===== src/rtl/rs232_tx_arbiter_if.sv =====
// Handshake bundle between byte producers, the arbiter and the RS232 transmitter.
// The slave modport is the arbiter's view; master is the surrounding logic.
interface rs232_tx_arbiter_if #(
   parameter int NUM_REQ    = 4,
   parameter int DATA_WIDTH = 8,
   parameter int ID_WIDTH   = $clog2(NUM_REQ)
);

   logic [NUM_REQ-1:0]            req_valid;
   logic [NUM_REQ*DATA_WIDTH-1:0] req_data;
   logic [NUM_REQ-1:0]            req_ack;
   logic [NUM_REQ-1:0]            req_done;
   logic [DATA_WIDTH-1:0]         tx_data;
   logic                          tx_start;
   logic                          tx_busy;
   logic                          tx_all_bits_sent;
   logic [ID_WIDTH-1:0]           grant_id;
   logic                          busy;
   logic                          timeout_err;

   modport master (
      output req_valid,
      output req_data,
      output tx_busy,
      output tx_all_bits_sent,
      input  req_ack,
      input  req_done,
      input  tx_data,
      input  tx_start,
      input  grant_id,
      input  busy,
      input  timeout_err
   );

   modport slave (
      input  req_valid,
      input  req_data,
      input  tx_busy,
      input  tx_all_bits_sent,
      output req_ack,
      output req_done,
      output tx_data,
      output tx_start,
      output grant_id,
      output busy,
      output timeout_err
   );

endinterface


===== src/rtl/rs232_tx_arbiter.sv =====
// Round-robin arbiter sharing one RS232 transmitter among NUM_REQ producers.
// Latches the winner's byte, pulses tx_start, waits for the frame, watchdog aborts.
module rs232_tx_arbiter #(
   parameter int          NUM_REQ       = 4,
   parameter int          DATA_WIDTH    = 8,
   parameter logic [15:0] TIMEOUT_COUNT = 16'd8192,
   parameter int          ID_WIDTH      = $clog2(NUM_REQ)
) (
   input logic               clk,
   input logic               reset,
   rs232_tx_arbiter_if.slave bus
);

   localparam int IW1 = ID_WIDTH + 1;

   typedef enum logic [1:0] {
      IDLE,
      WAIT_BUSY,
      WAIT_DONE,
      RELEASE
   } state_t;

   state_t                state_q, state_d;
   logic [ID_WIDTH-1:0]   ptr_q, ptr_d;
   logic [ID_WIDTH-1:0]   grant_q, grant_d;
   logic [NUM_REQ-1:0]    ack_q, ack_d;
   logic [NUM_REQ-1:0]    done_q, done_d;
   logic [DATA_WIDTH-1:0] data_q, data_d;
   logic                  start_q, start_d;
   logic                  busy_q, busy_d;
   logic                  err_q, err_d;
   logic [15:0]           wd_q, wd_d;

   logic [ID_WIDTH-1:0]   win;
   logic [ID_WIDTH-1:0]   cand;
   logic                  found;
   logic [ID_WIDTH-1:0]   grant_inc;
   logic [DATA_WIDTH-1:0] win_data;
   logic [15:0]           wd_inc;
   logic                  wd_hit;

   // (p + k) mod NUM_REQ without a divider; k never exceeds NUM_REQ-1
   function automatic logic [ID_WIDTH-1:0] wrap_add(
      input logic [ID_WIDTH-1:0] p,
      input int                  k
   );
      logic [IW1-1:0] s;
      s = {1'b0, p} + IW1'(k);
      if (s >= IW1'(NUM_REQ)) begin
         s = s - IW1'(NUM_REQ);
      end
      return s[ID_WIDTH-1:0];
   endfunction

   function automatic logic [NUM_REQ-1:0] onehot(
      input logic [ID_WIDTH-1:0] i
   );
      logic [NUM_REQ-1:0] v;
      v    = '0;
      v[i] = 1'b1;
      return v;
   endfunction

   // Pick the first pending requester at or after the round-robin pointer
   always_comb begin
      win   = ptr_q;
      cand  = ptr_q;
      found = 1'b0;
      for (int k = 0; k < NUM_REQ; k++) begin
         cand = wrap_add(ptr_q, k);
         if (!found && bus.req_valid[cand]) begin
            found = 1'b1;
            win   = cand;
         end
      end
   end

   // Select the winning requester's byte from the flat data bus
   always_comb begin
      win_data = '0;
      for (int i = 0; i < NUM_REQ; i++) begin
         if (win == ID_WIDTH'(i)) begin
            win_data = bus.req_data[i*DATA_WIDTH +: DATA_WIDTH];
         end
      end
   end

   assign grant_inc = wrap_add(grant_q, 1);
   assign wd_inc    = wd_q + 16'd1;
   assign wd_hit    = (wd_inc == TIMEOUT_COUNT - 16'd1);

   // Next-state and registered-output decode; completion beats the watchdog
   always_comb begin
      state_d = state_q;
      ptr_d   = ptr_q;
      grant_d = grant_q;
      data_d  = data_q;
      ack_d   = '0;
      done_d  = '0;
      start_d = 1'b0;
      err_d   = err_q;
      wd_d    = wd_q;
      unique case (state_q)
         IDLE: begin
            if (|bus.req_valid) begin
               ack_d   = onehot(win);
               start_d = 1'b1;
               data_d  = win_data;
               grant_d = win;
               wd_d    = '0;
               state_d = WAIT_BUSY;
            end
         end
         WAIT_BUSY,
         WAIT_DONE: begin
            wd_d = wd_inc;
            if (bus.tx_all_bits_sent) begin
               done_d  = onehot(grant_q);
               state_d = RELEASE;
            end else if (wd_hit) begin
               err_d   = 1'b1;
               ptr_d   = grant_inc;
               state_d = IDLE;
            end else if (state_q == WAIT_BUSY && bus.tx_busy) begin
               state_d = WAIT_DONE;
            end
         end
         RELEASE: begin
            ptr_d   = grant_inc;
            state_d = IDLE;
         end
         default: begin
            state_d = IDLE;
         end
      endcase
      busy_d = (state_d != IDLE);
   end

   // State and output registers, synchronous reset aborts any frame
   always_ff @(posedge clk) begin
      if (reset) begin
         state_q <= IDLE;
         ptr_q   <= '0;
         grant_q <= '0;
         data_q  <= '0;
         ack_q   <= '0;
         done_q  <= '0;
         start_q <= 1'b0;
         busy_q  <= 1'b0;
         err_q   <= 1'b0;
         wd_q    <= '0;
      end else begin
         state_q <= state_d;
         ptr_q   <= ptr_d;
         grant_q <= grant_d;
         data_q  <= data_d;
         ack_q   <= ack_d;
         done_q  <= done_d;
         start_q <= start_d;
         busy_q  <= busy_d;
         err_q   <= err_d;
         wd_q    <= wd_d;
      end
   end

   assign bus.req_ack     = ack_q;
   assign bus.req_done    = done_q;
   assign bus.tx_data     = data_q;
   assign bus.tx_start    = start_q;
   assign bus.grant_id    = grant_q;
   assign bus.busy        = busy_q;
   assign bus.timeout_err = err_q;

endmodule

===== src/flat_wrapper.sv =====
// flat-port wrapper written by rule: the top's interface ports become plain ports
module rs232_tx_arbiter_flat 
#(
   parameter int          NUM_REQ       = 4,
   parameter int          DATA_WIDTH    = 8,
   parameter logic [15:0] TIMEOUT_COUNT = 16'd8192,
   parameter int          ID_WIDTH      = $clog2(NUM_REQ)
)
  (clk, reset, bus_req_valid, bus_req_data, bus_tx_busy, bus_tx_all_bits_sent, bus_req_ack, bus_req_done, bus_tx_data, bus_tx_start, bus_grant_id, bus_busy, bus_timeout_err);
  rs232_tx_arbiter_if #(.NUM_REQ(NUM_REQ), .DATA_WIDTH(DATA_WIDTH), .ID_WIDTH(ID_WIDTH)) bus_i ();
  input logic clk;
  input logic reset;
  input wire logic [$bits(bus_i.req_valid)-1:0] bus_req_valid;
  input wire logic [$bits(bus_i.req_data)-1:0] bus_req_data;
  input wire logic [$bits(bus_i.tx_busy)-1:0] bus_tx_busy;
  input wire logic [$bits(bus_i.tx_all_bits_sent)-1:0] bus_tx_all_bits_sent;
  output wire logic [$bits(bus_i.req_ack)-1:0] bus_req_ack;
  output wire logic [$bits(bus_i.req_done)-1:0] bus_req_done;
  output wire logic [$bits(bus_i.tx_data)-1:0] bus_tx_data;
  output wire logic [$bits(bus_i.tx_start)-1:0] bus_tx_start;
  output wire logic [$bits(bus_i.grant_id)-1:0] bus_grant_id;
  output wire logic [$bits(bus_i.busy)-1:0] bus_busy;
  output wire logic [$bits(bus_i.timeout_err)-1:0] bus_timeout_err;
  assign bus_i.req_valid = bus_req_valid;
  assign bus_i.req_data = bus_req_data;
  assign bus_i.tx_busy = bus_tx_busy;
  assign bus_i.tx_all_bits_sent = bus_tx_all_bits_sent;
  assign bus_req_ack = bus_i.req_ack;
  assign bus_req_done = bus_i.req_done;
  assign bus_tx_data = bus_i.tx_data;
  assign bus_tx_start = bus_i.tx_start;
  assign bus_grant_id = bus_i.grant_id;
  assign bus_busy = bus_i.busy;
  assign bus_timeout_err = bus_i.timeout_err;
  rs232_tx_arbiter #(.NUM_REQ(NUM_REQ), .DATA_WIDTH(DATA_WIDTH), .TIMEOUT_COUNT(TIMEOUT_COUNT), .ID_WIDTH(ID_WIDTH)) u_core (.clk(clk), .reset(reset), .bus(bus_i));
endmodule

===== config.mk =====
export PLATFORM = sky130hd
export DESIGN_NAME = rs232_tx_arbiter_flat
export DESIGN_NICKNAME = d
export VERILOG_FILES = /design/src/rtl/rs232_tx_arbiter_if.sv /design/src/rtl/rs232_tx_arbiter.sv /design/src/flat_wrapper.sv
export SDC_FILE = /design/constraint.sdc
export NUM_CORES = 1
export LEC_CHECK = 0
export ABC_AREA = 1
export CORE_MARGIN = 2
export CORE_UTILIZATION = 45
export CTS_BUF_LIST = sky130_fd_sc_hd__clkbuf_4 sky130_fd_sc_hd__clkbuf_8
export DETAILED_ROUTE_END_ITERATION = 6
export DONT_BUFFER_PORTS = 1
export SLEW_MARGIN = 20
export SYNTH_ARGS = -nofsm -noshare
export SYNTH_HDL_FRONTEND = slang
export SYNTH_SLANG_ARGS = --single-unit

===== constraint.sdc =====
create_clock -name clk -period 5.4 [get_ports clk]
set_clock_uncertainty 0.05 [all_clocks]
set_input_delay 1.62 -clock clk [delete_from_list [all_inputs] [get_ports clk]]
set_output_delay 1.62 -clock clk [all_outputs]
set_load 0.03 [all_outputs]

==> flow_metrics.env, run 1 <==
export IMPL_vias=2315
export IMPL_clock_sinks=41
export IMPL_ant_nets=0
export IMPL_synthAdderAreaFrac_pct=4.71
export IMPL_synth_area_per_cell_um2=6.72
export IMPL_critPathMaxStageDelay_ns=0.61
export IMPL_netlist_top_cells_area="dfxtp_1, nand2_1, nand3_1"
export IMPL_vias_per_cell=5.01
export IMPL_ys_flop_type="dfxtp_1"
export IMPL_synth_top_family_by_area="simple AND/OR/NAND/NOR gates"
export IMPL_grt_ovfl_total=0
export IMPL_drt_initial_drc_count=124
export IMPL_cts_tree="yes"
export IMPL_worst_path_buf_inv=1
export IMPL_cts_inserted_buffers=5
export IMPL_syn_nets=445
export IMPL_drt_first_pass_iters=4
export IMPL_post_cts_resized=0
export IMPL_crit_chain="nor4_1, nor2_1, a21oi_2, nor2_1, inv_1, or2_2, a21oi_1"
export IMPL_htreeDepth=2
export IMPL_slowest_stage="a21oi_2"
export IMPL_initial_core_util_pct=47.3
export IMPL_startpoint_type="input port"
export IMPL_utilization_pct=48.9
export IMPL_synth_top_area_share_pct=30.9
export IMPL_place_area_um2=2640
export IMPL_synth_edf_count=0
export IMPL_r2r_setup_slack_ns=2.75
export IMPL_clock_fmax_ghz=0.284
export IMPL_place_gp_congestion=0.865
export IMPL_drt_wl_total_um=5650
export IMPL_cts_setup_buffers=0
export IMPL_ir_drop_uv=124
export IMPL_nets=440
export IMPL_insertedDiodeCount=0
export IMPL_setup_viol=0
export IMPL_wl_per_cell_um=12.2
export IMPL_synth_warning_count=0
export IMPL_grt_pass1_wl_um=9830
export IMPL_ioPinCount=61
export IMPL_die_x_um=80.8
export IMPL_dpl_hpwl_um=4260
export IMPL_yosys_area_share_simple_pct=39.9
export IMPL_power_total_mw=0.729
export IMPL_worstPathRequired_ns=5.54
export IMPL_status="finished clean"
export IMPL_cp_end_kind="flop"
export IMPL_area_growth_pct=3.35
export IMPL_die_area_um2=6530
export IMPL_seq_area_frac_synth_pct=30.9
export IMPL_yosys_area_top_type="dfxtp_1"
export IMPL_crit_fanout=17
export IMPL_hold_viol=0
export IMPL_clkTransAtPathRegs_ns=0.08
export IMPL_dp_cells=455
export IMPL_cap_violations=0
export IMPL_pwr_share_comb_pct=17.5
export IMPL_p_leak_nw=1.17
export IMPL_synth_seq_cells=41
export IMPL_async_flop_share_pct=0
export IMPL_fin_ws_ns=1.88
export IMPL_grt_pass1_vias=2157
export IMPL_worstSetupPathType="in2reg"
export IMPL_powerDensity_nw_per_um2=266
export IMPL_grt_total_usage_pct=19.2
export IMPL_clockBufferDepth=2
export IMPL_synth_cell_types=38
export IMPL_p_sw_mw=0.234
export IMPL_std_cell_rows=27
export IMPL_drive_above_1_share_pct=12.8
export IMPL_internal_power_mw=0.495
export IMPL_coreArea_um2=5610
export IMPL_cp_top_family="simple AND/OR/NAND/NOR gates"
export IMPL_die_height_um=80.8
export IMPL_critPathArrivalTime_ns=3.66
export IMPL_cts_root_buf="clkbuf_8"
export IMPL_crit_top_cell="nor2_1"
export IMPL_rsz0062_at_grt="false"
export IMPL_synth_compound_area_share_pct=11.3
export IMPL_clk_latency_ns=0.29
export IMPL_instances_no_fill=462
export IMPL_fin_crit_ns=3.52
export IMPL_hold_buffers=0
export IMPL_numPortBuffers=0
export IMPL_drc_errors=0
export IMPL_pre_cts_ws_ns=1.57
export IMPL_slew_viol_final=0
export IMPL_relSlewSlack_pct=33.7
export IMPL_syn_inst=395
export IMPL_switching_share_pct=32.1
export IMPL_max_slew_worst_pin_slew_ns=0.990
export IMPL_synthXorXnorAreaFrac_pct=2.31
export IMPL_stdcell_area_um2=2740
export IMPL_pwr_share_clk_pct=33.0
export IMPL_tns_ns=0
export IMPL_syn_area_um2=2650
export IMPL_grt_max_degree=26
export IMPL_fin_hold_ws_ns=0.438
export IMPL_hold_class="reg2reg"
export IMPL_power_frac_seq_pct=49.5
export IMPL_fin_crit_sh_pct=65.2
export IMPL_muxShareOfSynthArea_pct=0
export IMPL_antenna_found_initial=0
synthesized netlist by cell type (2+ instances only):
cell type / count
buf_6: 4
nand2_2: 10
ha_1: 10
inv_2: 2
a21oi_2: 9
nand4_1: 6
o21ai_0: 7
dfxtp_1: 41
inv_4: 2
nor3_1: 6
nand2_1: 110
nand2_4: 3
a21oi_1: 19
buf_2: 2
or2_2: 2
nor2_1: 43
nand3_2: 3
clkinv_1: 2
inv_1: 39
nand3_1: 43
xor2_1: 4
o21ai_2: 6
clkbuf_1: 4
xnor2_1: 3
a22oi_1: 2
worst register-to-register path, delay by kind of cell, from the launching register on:
kind / cells / cell delay (ns)
compound gates: 2 / 0.33
fa+ha+maj: 1 / 0.16
buf+inv: 3 / 0.30
flops: 1 / 0.34
simple gates: 3 / 1.41
area by class of cell:
type | instances | area [µm²]
clock buffer | 5 | 68.8
clock inverter | 2 | 35.0
fill | 589 | 2870
inverter | 46 | 183
multi-input combinational | 296 | 1550
sequential | 41 | 821
tap | 72 | 90.1
path summary, 6_finish.rpt:
check                                       start               to  cells past startpoint
worst max-delay path             bus_req_valid[0]   u_core.wd_q[1]                      7
worst min register to register    u_core.wd_q[14]  u_core.wd_q[14]                      2
worst max register to register  u_core.state_q[0]   u_core.wd_q[1]                      9
worst min-delay path              u_core.wd_q[14]  u_core.wd_q[14]                      2
cell families (layout without fill, tap and decap cells):
kind of cell	after synthesis	after routing
flops	41	41
compound gates	46	46
fa+ha+maj	10	10
simple gates	233	233
buf+inv	58	53
xor+xnor	7	7
cells in the final DEF (no fill, tap or decap), drive strengths merged:
cell type,instances
nand2,123
nand3,46
o21ai,13
or2,2
nand4,6
a22oi,2
nand3b,1
nor3,8
dfxtp,41
clkbuf,5
a21oi,28
nor4,1
inv,44
xnor2,3
a31oi,1
and3,1
nor2,45
clkinv,3
xor2,4
a31o,1
ha,10
bufinv,1
o21a,1
per-layer routing:
| layer | global-route usage (%) | share of wire (%) | up-vias |
|---|---|---|---|
| met3 | 4.44 | 5.6 | 6 |
| met5 | 0 | 0 | - |
| met4 | 4.92 | 1.2 | 0 |
| met1 | 25.3 | 49 | 989 |
| li1 | - | - | 1248 |
| met2 | 31.7 | 44 | 72 |
power by group through the flow:
| stage | registers, mW | clock network (mW) | logic, mW |
|---|---|---|---|
| 2_1_floorplan | 0.363 | 0 | 0.118 |
| 3_3_place_gp | 0.369 | 0 | 0.126 |
| 3_5_place_dp | 0.368 | 0 | 0.128 |
| 4_1_cts | 0.361 | 0.247 | 0.128 |
| 5_1_grt | 0.363 | 0.262 | 0.147 |
| 6_report | 0.361 | 0.241 | 0.127 |
registers in the layout, summed over array words and instances, names as in the netlist:
signal / count
u_core.wd_q: 16
u_core.bus.tx_start: 1
u_core.bus.req_ack: 4
u_core.bus.req_done: 4
u_core.bus.timeout_err: 1
u_core.bus.grant_id: 2
u_core.bus.tx_data: 8
u_core.bus.busy: 1
u_core.ptr_q: 2
u_core.state_q: 2
Power figures use the tool's default switching activity.
==> inputs of run 2 (changes only) <==
Clock period 5.4 ns to 3.02 ns, I/O delays scaled along.
==> flow_metrics.env, run 2 (synthesized netlist as in run 1, its figures left out) <==
export IMPL_status="finished clean"
export IMPL_startpoint_type="flop"
export IMPL_grt_ovfl_total=0
export IMPL_grt_total_usage_pct=18.8
export IMPL_clk_latency_ns=0.29
export IMPL_relSlewSlack_pct=62.4
export IMPL_p_leak_nw=1.19
export IMPL_slew_viol_final=0
export IMPL_top_register="u_core.wd_q"
export IMPL_worstPathRequired_ns=3.21
export IMPL_critPathArrivalTime_ns=2.51
export IMPL_htreeDepth=2
export IMPL_cts_inserted_buffers=5
export IMPL_fin_crit_sh_pct=77.1
export IMPL_final_common_cell="nand2_1"
export IMPL_grt_pass1_vias=2084
export IMPL_slowest_stage="dfxtp_1"
export IMPL_area_growth_pct=4.81
export IMPL_cap_violations=0
export IMPL_crit_reg2reg_launch="u_core.ptr_q[0]"
export IMPL_die_height_um=80.8
export IMPL_nets=443
export IMPL_critPathMaxStageDelay_ns=0.59
export IMPL_cp_top_family="simple AND/OR/NAND/NOR gates"
export IMPL_ant_nets=0
export IMPL_numPortBuffers=0
export IMPL_hold_viol=0
export IMPL_seq_area_um2=821
export IMPL_internal_power_mw=0.921
export IMPL_ioPinCount=61
export IMPL_antenna_found_initial=0
export IMPL_coreArea_um2=5610
export IMPL_switching_share_pct=31.6
export IMPL_drc_errors=0
export IMPL_crit_chain="inv_2, nand2_1, nand2_1, nand2_1, nand2_2, nor2_4, nand3_2, nand2_1, nand2_2, nand2_4, inv_6, nand2_4, nor2_1, nor2_1, nand2_1, a21oi_2"
export IMPL_min_from="u_core.wd_q[15]"
export IMPL_dpl_hpwl_um=4390
export IMPL_die_x_um=80.8
export IMPL_r2r_end="u_core.bus.tx_data[6]"
export IMPL_post_cts_resized=0
export IMPL_reg2reg_depth=16
export IMPL_clock_sinks=41
export IMPL_grt_pass1_wl_um=9640
export IMPL_worst_path_buf_inv=2
export IMPL_drt_wl_total_um=5670
export IMPL_powerDensity_nw_per_um2=484
export IMPL_hold_buffers=0
export IMPL_hold_path_end="u_core.wd_q[15]"
export IMPL_r2r_setup_slack_ns=0.69
export IMPL_drive_above_1_share_pct=13.7
export IMPL_grt_max_degree=26
export IMPL_n_fill_cell=589
export IMPL_instances_no_fill=466
export IMPL_crit_fanout=18
export IMPL_tns_ns=0
export IMPL_rsz0062_at_grt="false"
export IMPL_hold_depth=2
export IMPL_initial_core_util_pct=47.3
export IMPL_wl_per_cell_um=12.2
export IMPL_cp_end_kind="flop"
export IMPL_cts_setup_buffers=0
export IMPL_cts_root_buf="clkbuf_8"
export IMPL_p_sw_mw=0.426
export IMPL_vias_per_cell=5.02
export IMPL_dp_cells=458
export IMPL_drt_initial_drc_count=105
export IMPL_drt_first_pass_iters=4
export IMPL_worstSetupPathType="reg2reg"
export IMPL_pwr_share_comb_pct=17.4
export IMPL_largest_reg_flops=16
export IMPL_setup_viol=0
export IMPL_cts_tree="yes"
export IMPL_power_frac_seq_pct=48.0
export IMPL_place_gp_congestion=0.826
export IMPL_hold_class="reg2reg"
export IMPL_std_cell_rows=27
export IMPL_fin_crit_ns=2.33
export IMPL_clkTransAtPathRegs_ns=0.09
export IMPL_vias=2340
export IMPL_cp_depth=16
export IMPL_clockBufferDepth=2
export IMPL_crit_top_cell="nand2_1"
export IMPL_ir_drop_uv=201
export IMPL_final_cell_mix="nand2_1, nor2_1, nand3_1, dfxtp_1, inv_1"
export IMPL_multi_input_area_um2=1550
export IMPL_pwr_share_clk_pct=34.6
export IMPL_power_total_mw=1.35
export IMPL_insertedDiodeCount=0
export IMPL_die_area_um2=6530
export IMPL_clock_fmax_ghz=0.429
export IMPL_max_slew_worst_pin_slew_ns=0.559
[run 2: changes by cell type in the layout (fill, tap and decap cells not counted), sizes merged]
cell	previous run	this run
buf	0	3
clkbuf	5	6
clkinv	3	2
clkinvlp	0	1
[run 2: worst max-delay path by stage]
stage                startpoint                     to  slack (ns)
4_1_cts         u_core.ptr_q[0]  u_core.bus.tx_data[6]        0.69
3_5_place_dp   bus_req_valid[2]  u_core.bus.tx_data[6]        0.56
2_1_floorplan  bus_req_valid[0]        u_core.wd_q[14]        0.74
3_3_place_gp   bus_req_valid[0]  u_core.bus.req_ack[1]        0.56
6_report        u_core.ptr_q[0]  u_core.bus.tx_data[6]        0.69
5_1_grt         u_core.ptr_q[0]  u_core.bus.tx_data[3]        0.40
[run 2: final cells by class]
cell class	instances	share of cell area (%)
multi-input combinational	296	55.6
sequential	41	29.5
inverter	46	6.57
tap	72	3.24
clock buffer	6	2.97
clock inverter	2	1.35
timing repair buffer	3	0.810
[run 2: per-stage QoR]
| step | worst slack (ns) | utilization, % | hold slack (ns) | area [µm²] |
|---|---|---|---|---|
| detailed placement | 0.560 | 47.5 | 0.426 | 2660 |
| floorplan | 0.740 | - | 0.408 | 2650 |
| global route | 0.405 | 49.6 | 0.464 | 2780 |
| global placement | 0.563 | 47.5 | 0.416 | 2660 |
| finish | 0.691 | 49.6 | 0.435 | 2780 |
| CTS | 0.686 | 49.6 | 0.439 | 2780 |
[run 2: per-layer routing]
metal	GRT usage, %	wire [µm]	vias to the layer above	share of wire (%)
met5	0	0	-	0
met4	5.59	69	0	1.2
met3	5.00	312	6	5.5
met2	30.3	2510	63	44
met1	24.8	2780	1012	49
li1	-	-	1259	-
[run 2: power by group through the flow]
stage               Clock, mW  Combinational (mW)  Sequential [mW]
finish                  0.466               0.234            0.646
global route            0.505               0.270            0.652
CTS                     0.483               0.236            0.647
detailed placement          0               0.236            0.660
global placement            0               0.234            0.660
floorplan                   0               0.211            0.650
[run 2: worst min-delay path, stage by stage (launching register included)]
cell and delay (ns):
dfxtp_1 0.33, nand2_1 0.06, a21oi_1 0.05
